--- config.mk ---
export PLATFORM = sky130hd
export DESIGN_NAME = sram_fifo_ctrl
export DESIGN_NICKNAME = d
export VERILOG_FILES = /design/src/rtl/sram_fifo_pkg.sv /design/src/rtl/sram_fifo_obuf.sv /design/src/rtl/sram_fifo_ctrl.sv
export SDC_FILE = /design/constraint.sdc
export NUM_CORES = 1
export LEC_CHECK = 0
export ABC_AREA = 0
export CAP_MARGIN = 0
export CORE_UTILIZATION = 36
export DETAILED_ROUTE_END_ITERATION = 10
export PLACE_DENSITY = 0.74
export SLEW_MARGIN = 25
export SYNTH_ARGS = -nofsm -noshare
export SYNTH_HDL_FRONTEND = slang
export SYNTH_SLANG_ARGS = --single-unit
--- constraint.sdc ---
create_clock -name clk -period 5.67 [get_ports clk]
set_clock_uncertainty 0.1 [all_clocks]
set_input_delay 0.567 -clock clk [delete_from_list [all_inputs] [get_ports clk]]
set_output_delay 0.567 -clock clk [all_outputs]
set_load 0.01 [all_outputs]
--- src/rtl/sram_fifo_pkg.sv ---
// rtl/sram_fifo_pkg.sv - shared types and constants for the SRAM-backed FIFO controller
package sram_fifo_pkg;
  typedef enum logic [1:0] {
    OBUF_EMPTY = 2'd0,
    OBUF_ONE   = 2'd1,
    OBUF_TWO   = 2'd2
  } obuf_state_e;

  localparam int OBUF_DEPTH = 2;
endpackage

--- src/rtl/sram_fifo_obuf.sv ---
// rtl/sram_fifo_obuf.sv - 2-entry output buffer that absorbs RAM read returns
import sram_fifo_pkg::*;

module sram_fifo_obuf #(
  parameter int WIDTH = 8
) (
  input  logic             clk,
  input  logic             rst,
  input  logic             flush,
  input  logic             capture,
  input  logic [WIDTH-1:0] cap_data,
  input  logic             pop_ready,
  output logic             pop_valid,
  output logic [WIDTH-1:0] pop_data,
  output logic [1:0]       obuf_cnt
);
  obuf_state_e      r_state;
  obuf_state_e      w_state_nxt;
  logic [WIDTH-1:0] r_d0;
  logic [WIDTH-1:0] r_d1;
  logic             w_pop_fire;

  assign pop_valid  = (r_state != OBUF_EMPTY);
  assign pop_data   = r_d0;
  assign w_pop_fire = pop_valid & pop_ready;

  always_ff @(posedge clk) begin
    if (rst || flush) r_state <= OBUF_EMPTY;
    else              r_state <= w_state_nxt;
  end

  always_comb begin
    w_state_nxt = r_state;
    obuf_cnt    = 2'd0;
    case (r_state)
      OBUF_EMPTY: begin
        if (capture) w_state_nxt = OBUF_ONE;
      end
      OBUF_ONE: begin
        obuf_cnt = 2'd1;
        if (capture && !w_pop_fire)      w_state_nxt = OBUF_TWO;
        else if (!capture && w_pop_fire) w_state_nxt = OBUF_EMPTY;
      end
      OBUF_TWO: begin
        obuf_cnt = 2'd2;
        if (w_pop_fire && !capture) w_state_nxt = OBUF_ONE;
      end
      default: w_state_nxt = OBUF_EMPTY;
    endcase
  end

  // r_d0 is always the head; a pop from TWO shifts the second entry forward.
  always_ff @(posedge clk) begin
    if (rst) begin
      r_d0 <= '0;
      r_d1 <= '0;
    end else begin
      case (r_state)
        OBUF_EMPTY: if (capture) r_d0 <= cap_data;
        OBUF_ONE: begin
          if (capture && w_pop_fire) r_d0 <= cap_data;
          else if (capture)          r_d1 <= cap_data;
        end
        OBUF_TWO: if (w_pop_fire) r_d0 <= r_d1;
        default: ;
      endcase
    end
  end
endmodule

--- src/rtl/sram_fifo_ctrl.sv ---
// rtl/sram_fifo_ctrl.sv - FIFO controller driving an external 1R1W RAM with read prefetch
// Optional almost_full output enabled by defining SRAM_FIFO_AF_EN.
import sram_fifo_pkg::*;

module sram_fifo_ctrl #(
  parameter int WIDTH     = 8,
  parameter int DEPTH     = 8,
  parameter int AF_THRESH = 6
) (
  input  logic                         clk,
  input  logic                         rst,
  input  logic                         flush,
  input  logic                         push_valid,
  output logic                         push_ready,
  input  logic [WIDTH-1:0]             push_data,
  output logic                         pop_valid,
  input  logic                         pop_ready,
  output logic [WIDTH-1:0]             pop_data,
  output logic [$clog2(DEPTH+2):0]     occupancy,
  output logic                         almost_full,
  output logic [$clog2(DEPTH)-1:0]     ram_ra,
  output logic                         ram_re,
  input  logic [WIDTH-1:0]             ram_rd,
  output logic [$clog2(DEPTH)-1:0]     ram_wa,
  output logic                         ram_we,
  output logic [WIDTH-1:0]             ram_wd
);
  localparam int AW = $clog2(DEPTH);
  localparam int CW = AW + 1;
  localparam int OW = $clog2(DEPTH + 2) + 1;

  logic [AW-1:0] r_wr_ptr;
  logic [AW-1:0] r_rd_ptr;
  logic [CW-1:0] r_ram_cnt;
  logic          r_inflight;
  logic [CW-1:0] w_ram_cnt_nxt;
  logic [1:0]    w_obuf_cnt;
  logic [2:0]    w_pending;
  logic          w_push_fire;
  logic          w_pop_fire;
  logic          w_issue;

  assign push_ready  = (r_ram_cnt < CW'(DEPTH));
  assign w_push_fire = push_valid & push_ready & ~flush;
  assign w_pop_fire  = pop_valid & pop_ready;

  // Keep at most OBUF_DEPTH entries buffered or returning, counting this cycle's pop.
  assign w_pending = {1'b0, w_obuf_cnt} + {2'b0, r_inflight};
  assign w_issue   = (r_ram_cnt != '0) && !flush &&
                     (w_pending < (3'(OBUF_DEPTH) + {2'b0, w_pop_fire}));

  assign ram_we = w_push_fire;
  assign ram_wa = r_wr_ptr;
  assign ram_wd = w_push_fire ? push_data : '0;
  assign ram_re = w_issue;
  assign ram_ra = r_rd_ptr;

  assign w_ram_cnt_nxt = r_ram_cnt + CW'(w_push_fire) - CW'(w_issue);

  always_ff @(posedge clk) begin
    if (rst || flush) begin
      r_wr_ptr   <= '0;
      r_rd_ptr   <= '0;
      r_ram_cnt  <= '0;
      r_inflight <= 1'b0;
    end else begin
      if (w_push_fire) r_wr_ptr <= r_wr_ptr + 1'b1;
      if (w_issue)     r_rd_ptr <= r_rd_ptr + 1'b1;
      r_ram_cnt  <= w_ram_cnt_nxt;
      r_inflight <= w_issue;
    end
  end

  sram_fifo_obuf #(.WIDTH(WIDTH)) u_obuf (
    .clk       (clk),
    .rst       (rst),
    .flush     (flush),
    .capture   (r_inflight),
    .cap_data  (ram_rd),
    .pop_ready (pop_ready),
    .pop_valid (pop_valid),
    .pop_data  (pop_data),
    .obuf_cnt  (w_obuf_cnt)
  );

  assign occupancy = OW'(r_ram_cnt) + OW'(r_inflight) + OW'(w_obuf_cnt);

`ifdef SRAM_FIFO_AF_EN
  logic          r_almost_full;
  logic [OW-1:0] w_occ_nxt;

  assign w_occ_nxt = OW'(w_ram_cnt_nxt) + OW'(w_issue) + OW'(w_obuf_cnt)
                   + OW'(r_inflight) - OW'(w_pop_fire);

  always_ff @(posedge clk) begin
    if (rst || flush) r_almost_full <= 1'b0;
    else              r_almost_full <= (w_occ_nxt >= OW'(AF_THRESH));
  end

  assign almost_full = r_almost_full;
`else
  assign almost_full = 1'b0;
`endif
endmodule

=== Yosys cells after proc, flatten, opt, wreduce, memory -nomap -nowiden ===
Cells that the tools add are included.

* Add/sub/neg operators: 8
* Magnitude comparators: 2
* Equality and inequality tests: 7
* Mux-type cells: 11
* Bitwise logic cells: 5
* Reductions and logical operators: 16

{| class="wikitable"
|+ Operators with widths
! cell !! count
|-
| $mux 8 || 4
|-
| $pmux 8 s3 || 1
|-
| $mux 2 || 4
|-
| $add 3x1->3 const B || 2
|-
| $ne 2x1->1 const B || 3
|-
| $pmux 2 s3 || 1
|-
| $reduce_and 3->1 || 2
|-
| $add 4x1->5 || 1
|-
| $add 5x2->5 || 1
|-
| $logic_and 1x1->1 || 5
|-
| $add 4x1->4 || 1
|-
| $lt 4x4->1 const B || 1
|-
| $pmux 2 s2 || 1
|-
| $reduce_and 4->1 || 1
|-
| $reduce_bool 4->1 || 1
|-
| $sub 4x1->4 || 1
|-
| $add 2x1->3 || 1
|-
| $add 2x1->3 const A || 1
|-
| $and 1x1->1 || 3
|-
| $logic_not 1->1 || 3
|-
| $lt 3x3->1 || 1
|-
| $ne 3x1->1 const B || 1
|-
| $reduce_bool 3->1 || 1
|-
| $eq 2x1->1 const B || 1
|-
| 6 further kinds || 7
|}

* Register bits after elaboration: 29
* Input port bits: 21

=== Depth between registers and ports, before layout ===
* Word-level depth: 6
* Depth in mapped cells: 14
* Mapped depth without buffers: 12

=== Cells and area by module ===
A second synthesis with hierarchy kept.

* Cell total of the unflattened synthesis: 176
* Area, all modules: 1737.9 um2

{| class="wikitable"
|+ Modules (own cells, without submodules)
! module !! times used !! cells each !! area each (um2) !! sequential area each (um2)
|-
| sram_fifo_obuf || 1 || 91 || 887.1 || 360.3
|-
| sram_fifo_ctrl || 1 || 85 || 850.8 || 220.2
|}

=== Least setup slack after synthesis ===
No wires, ideal clock.

* Path kind: register to register
* From: register u_obuf.r_state[0]
* To: register r_ram_cnt[2]
* Library setup time: 128 ps
* Arrival time: 2789 ps
* Slack: 2653 ps
* Cell stages (with the launch flop): 15
* Buffers on the path: 2
* Path through: dfxtp_1 -> clkbuf_2 -> nand2b_1 -> buf_2 -> inv_2 -> ha_1 -> or2_1 -> a311oi_4 -> ha_1 -> inv_1 -> ha_1 -> inv_1 -> fa_1 -> xor2_1 -> nor2_1

* Cells in the longest elaborated chain, start to end: 6

{| class="wikitable"
|+ Ends and longest elaborated chain
! item !! RTL line !! text
|-
| start: declaration || sram_fifo_obuf.sv:17 || <nowiki>obuf_state_e r_state;</nowiki>
|-
| start signal: assignment || sram_fifo_obuf.sv:29 || <nowiki>else r_state <= w_state_nxt;</nowiki>
|-
| $eq 2x2->1, or another cell as far along || sram_fifo_obuf.sv:35 || <nowiki>case (r_state)</nowiki>
|-
| $pmux 2 s2 / $and 1x1->1 (equally long branches) || sram_fifo_obuf.sv:35, sram_fifo_ctrl.sv:45 ||
|-
| $add 2x1->3, on equally long branches || sram_fifo_ctrl.sv:48, sram_fifo_ctrl.sv:50 ||
|-
| $lt 3x3->1 * || sram_fifo_ctrl.sv:50 || <nowiki>(w_pending < (3'(OBUF_DEPTH) + {2'b0, w_pop_fire}));</nowiki>
|-
| $logic_and 1x1->1 * || sram_fifo_ctrl.sv:49 || <nowiki>assign w_issue = (r_ram_cnt != '0) && !flush &&</nowiki>
|-
| via ram_re || sram_fifo_ctrl.sv:22 || <nowiki>output logic ram_re,</nowiki>
|-
| $sub 4x1->4 * || sram_fifo_ctrl.sv:58 || <nowiki>assign w_ram_cnt_nxt = r_ram_cnt + CW'(w_push_fire) - CW'(w_issue);</nowiki>
|-
| end signal: assignment || sram_fifo_ctrl.sv:69 || <nowiki>r_ram_cnt <= w_ram_cnt_nxt;</nowiki>
|-
| end: declaration || sram_fifo_ctrl.sv:34 || <nowiki>logic [CW-1:0] r_ram_cnt;</nowiki>
|}

The timed path passes the listed nets; every way through them passes the cells marked *.
A chain may end at the register's enable or synchronous reset.

=== Final worst setup path ===
* From: register u_obuf.r_state[0]
* To: output port ram_re

* Cells in the longest elaborated chain, start to end: 5

{| class="wikitable"
|+ Ends and longest elaborated chain
! item !! RTL line
|-
| $eq 2x2->1, or another cell as far along || sram_fifo_obuf.sv:35
|-
| $pmux 2 s2 / $and 1x1->1 (equally long branches) || sram_fifo_obuf.sv:35, sram_fifo_ctrl.sv:45
|-
| $add 2x1->3, on equally long branches || sram_fifo_ctrl.sv:48, sram_fifo_ctrl.sv:50
|-
| $lt 3x3->1 * || sram_fifo_ctrl.sv:50
|-
| $logic_and 1x1->1 * || sram_fifo_ctrl.sv:49
|-
| end: declaration || sram_fifo_ctrl.sv:22
|}

Every way passes the cells marked *; elsewhere a longest branch is shown, timed or not.

==> flow_metrics.tcl <==
set metrics [dict create \
    r2r_setup_slack_ps 2230 \
    num_rows 23 \
    grt_start_max_net_pins 19 \
    synthSimpleGateAreaFrac_pct 25.39 \
    startpoint "u_obuf.r_state[0]" \
    maxSlewViolCount 0 \
    wire_per_inst_um 12.07 \
    hpwl_um 2478 \
    rsz0062_at_grt "no" \
    hold_violations 0 \
    yosys-top-cells-area "dfxtp_1 (36%), ha_1 (8.6%), nor2_1 (6.6%), mux2i_1 (5.6%), nand2_1 (4.7%)" \
    gp_congestion 0.7807 \
    die_area_sq_um 4705 \
    htreeDepth 2 \
    min_path_type "reg -> reg" \
    cts_root_buffer "clkbuf_8" \
    synth-compound-area-share_pct 11.05 \
    syn_inst 177 \
    finalWorstSetupSlack_ps 2062 \
    synth-seq-area-share_pct 36.36 \
    drt_iter0_drc 55 \
    peakVddDrop_v 0.0001462 \
    floorplan.initialDensity_pct 38.80 \
    grt_pass1_vias 1227 \
    slew_headroom_pct 56.38 \
    synth_top_family_by_area "simple AND/OR/NAND/NOR gates" \
    cellPowerDensity_nw_per_um2 320.0 \
    max_freq_mhz 277.2 \
    cap_viol_max_count 0 \
    drc_errors 0 \
    worstMarginPinSlew_ps 652.3 \
    die_w_um 68.60 \
    synth_xor_area_share_pct 4.389 \
    drive_gt1_share_pct 9.251 \
    ys_ff_latch 29 \
    cts_sinks 29 \
    io_pins 53 \
    cts_made_buffers 5 \
    rr_startpoint "u_obuf.r_state[0]" \
    worst_ep_arrival_time_ps 2940 \
    post-cts-setup-buffers 0 \
    drtAntennaViolNets 0 \
    fin_cells 277 \
    nNetsFinal 260 \
    synth_mux_area_share_pct 5.643 \
    syn_area_sq_um 1597 \
    ys.warnings.count 0 \
    syn_avg_cell_area_sq_um 9.020 \
    fin_crit_sh_pct 63.63 \
    placed_cells 269 \
    finalSetupViolCount 0 \
    die_height_um 68.60 \
    power_uw 703.2 \
    fin_tns_setup_ps 0 \
    cts_tree "yes" \
    portBuffers 51 \
    synth.largest_area_cell "dfxtp_1" \
    antenna_found_initial 0 \
    cts_max_path_buffers 2 \
    track_usage_pct 15.52 \
    cp-end-kind "output pin" \
    overflow 0 \
    cp_max_fo 12 \
    core_sq_um 4115 \
    synthAdderAreaFrac_pct 11.13 \
    synth.top_cell.area_share_pct 36.36 \
    syn2layout_area_growth_pct 37.62 \
    fillCellCount 402 \
    synth_fp_nets 211 \
    hold_buffers 0 \
    leakagePower_nw 0.8672 \
    path_class "reg -> out" \
    wl_um 3344 \
    grt_pass1_wl_um 5368 \
    vias 1349 \
    yosysUniqueCellTypes 39 \
    num_antenna_cells 0 \
    cp.required_ps 5000 \
    crit_path_start_kind "flip-flop" \
    outcome "finished, final reports clean" \
    pre_cts_ws_ps 2237 \
    viasPerCell 4.870 \
    clkTransAtPathRegs_ps 70 \
    worstSkewPairLatency_ps 280 \
    min_period_ps 3608 \
    cts.repair.resized 0 \
    firstDrtPassIters 4 \
    hp-start "u_obuf.r_d1[4]" \
]
-- final timing paths --
path / end / depth (start not counted)
min: u_obuf.pop_data[4] / 2
max: ram_re / 6
max reg2reg: r_ram_cnt[2] / 12
min reg2reg: u_obuf.pop_data[4] / 2
-- metrics by stage --
stage / util (%) / cell area, sq um / hold WS (ps)
floorplan: - / 1597 / 354.2
global placement: 51.29 / 2111 / 362.7
CTS: 53.39 / 2197 / 377.4
detailed placement: 51.29 / 2111 / 368.0
finish: 53.39 / 2197 / 370.6
global route: 53.39 / 2197 / 408.6
-- layout make-up --
cell class / count / area, sq um / area share (%)
clock buffers: 5 / 68.82 / 3.132
clock inverters: 3 / 17.52 / 0.7973
inverters: 9 / 33.78 / 1.538
multi-input cells: 130 / 923.4 / 42.03
flip-flops and latches: 29 / 580.6 / 26.42
well taps: 50 / 62.56 / 2.847
repair buffers: 51 / 510.5 / 23.23
-- cell usage after synthesis, drive strengths merged --
cell,count
a21o,1
ha,11
and2b,1
and2,11
and3b,1
nand3b,3
o21a,1
a31o,1
dfxtp,29
xor2,3
a21oi,6
xnor2,5
fa,2
nor2,29
buf,5
nand2b,2
nand2,20
conb,1
or3b,1
nand3,1
clkbuf,4
a311oi,9
o21ai,3
nand4b,1
nor3b,2
mux2i,9
or2,4
nor2b,2
inv,9
-- per-layer routing --
layer  up-vias  wire length (um)  GRT usage [%]
met2        44              1499          24.51
met3         8               268          5.757
li1        682                 -              -
met4         0                91          7.031
met1       615              1484          18.64
met5         -                 0              0
-- state kept, by name, indices dropped and copies added (netlist names) --
name             count
r_inflight           1
r_ram_cnt            4
ram_ra               3
ram_wa               3
u_obuf.pop_data      8
u_obuf.r_d1          8
u_obuf.r_state       2
-- cell usage in the layout (no fill, tap or decap), types with 2 or more instances in the layout --
cell type        synthesis  routed
a21oi_1                  6       6
a311oi_1                 8       8
and2_1                  10      10
clkbuf_8                 0       5
clkdlybuf4s50_1          0      51
clkinv_2                 0       2
dfxtp_1                 29      29
fa_1                     2       2
ha_1                    11      11
inv_1                    8       8
mux2i_1                  9       9
nand2_1                 20      20
nand2b_1                 2       2
nand3b_1                 3       3
nor2_1                  28      28
nor2b_1                  2       2
o21ai_0                  2       2
or2_2                    3       3
xnor2_1                  5       5
xor2_1                   3       3
-- logic make-up (layout without fill, tap and decap cells) --
kind of cell / Yosys count / count (layout)
AND/OR/NAND/NOR: 78 / 78
flip-flops: 29 / 29
AO/OA/AOI/OAI: 21 / 21
buffers and inverters: 18 / 68
adder cells (fa/ha/maj): 13 / 13
multiplexers: 9 / 9
XOR/XNOR: 8 / 8
other: 1 / 1
-- critical path, stage by stage (launching register included) --
cell and delay, ps:
dfxtp_1 490, nand2b_1 410, inv_2 210, ha_1 240, or2_1 230, a311oi_4 440, clkdlybuf4s50_1 630
-- power by group --
| part | internal, mW | switching (mW) |
|---|---|---|
| combinational | 0.158 | 0.129 |
| clock | 0.0844 | 0.0801 |
| sequential | 0.226 | 0.0254 |
Note: power is estimated with default switching activity, not from simulation.
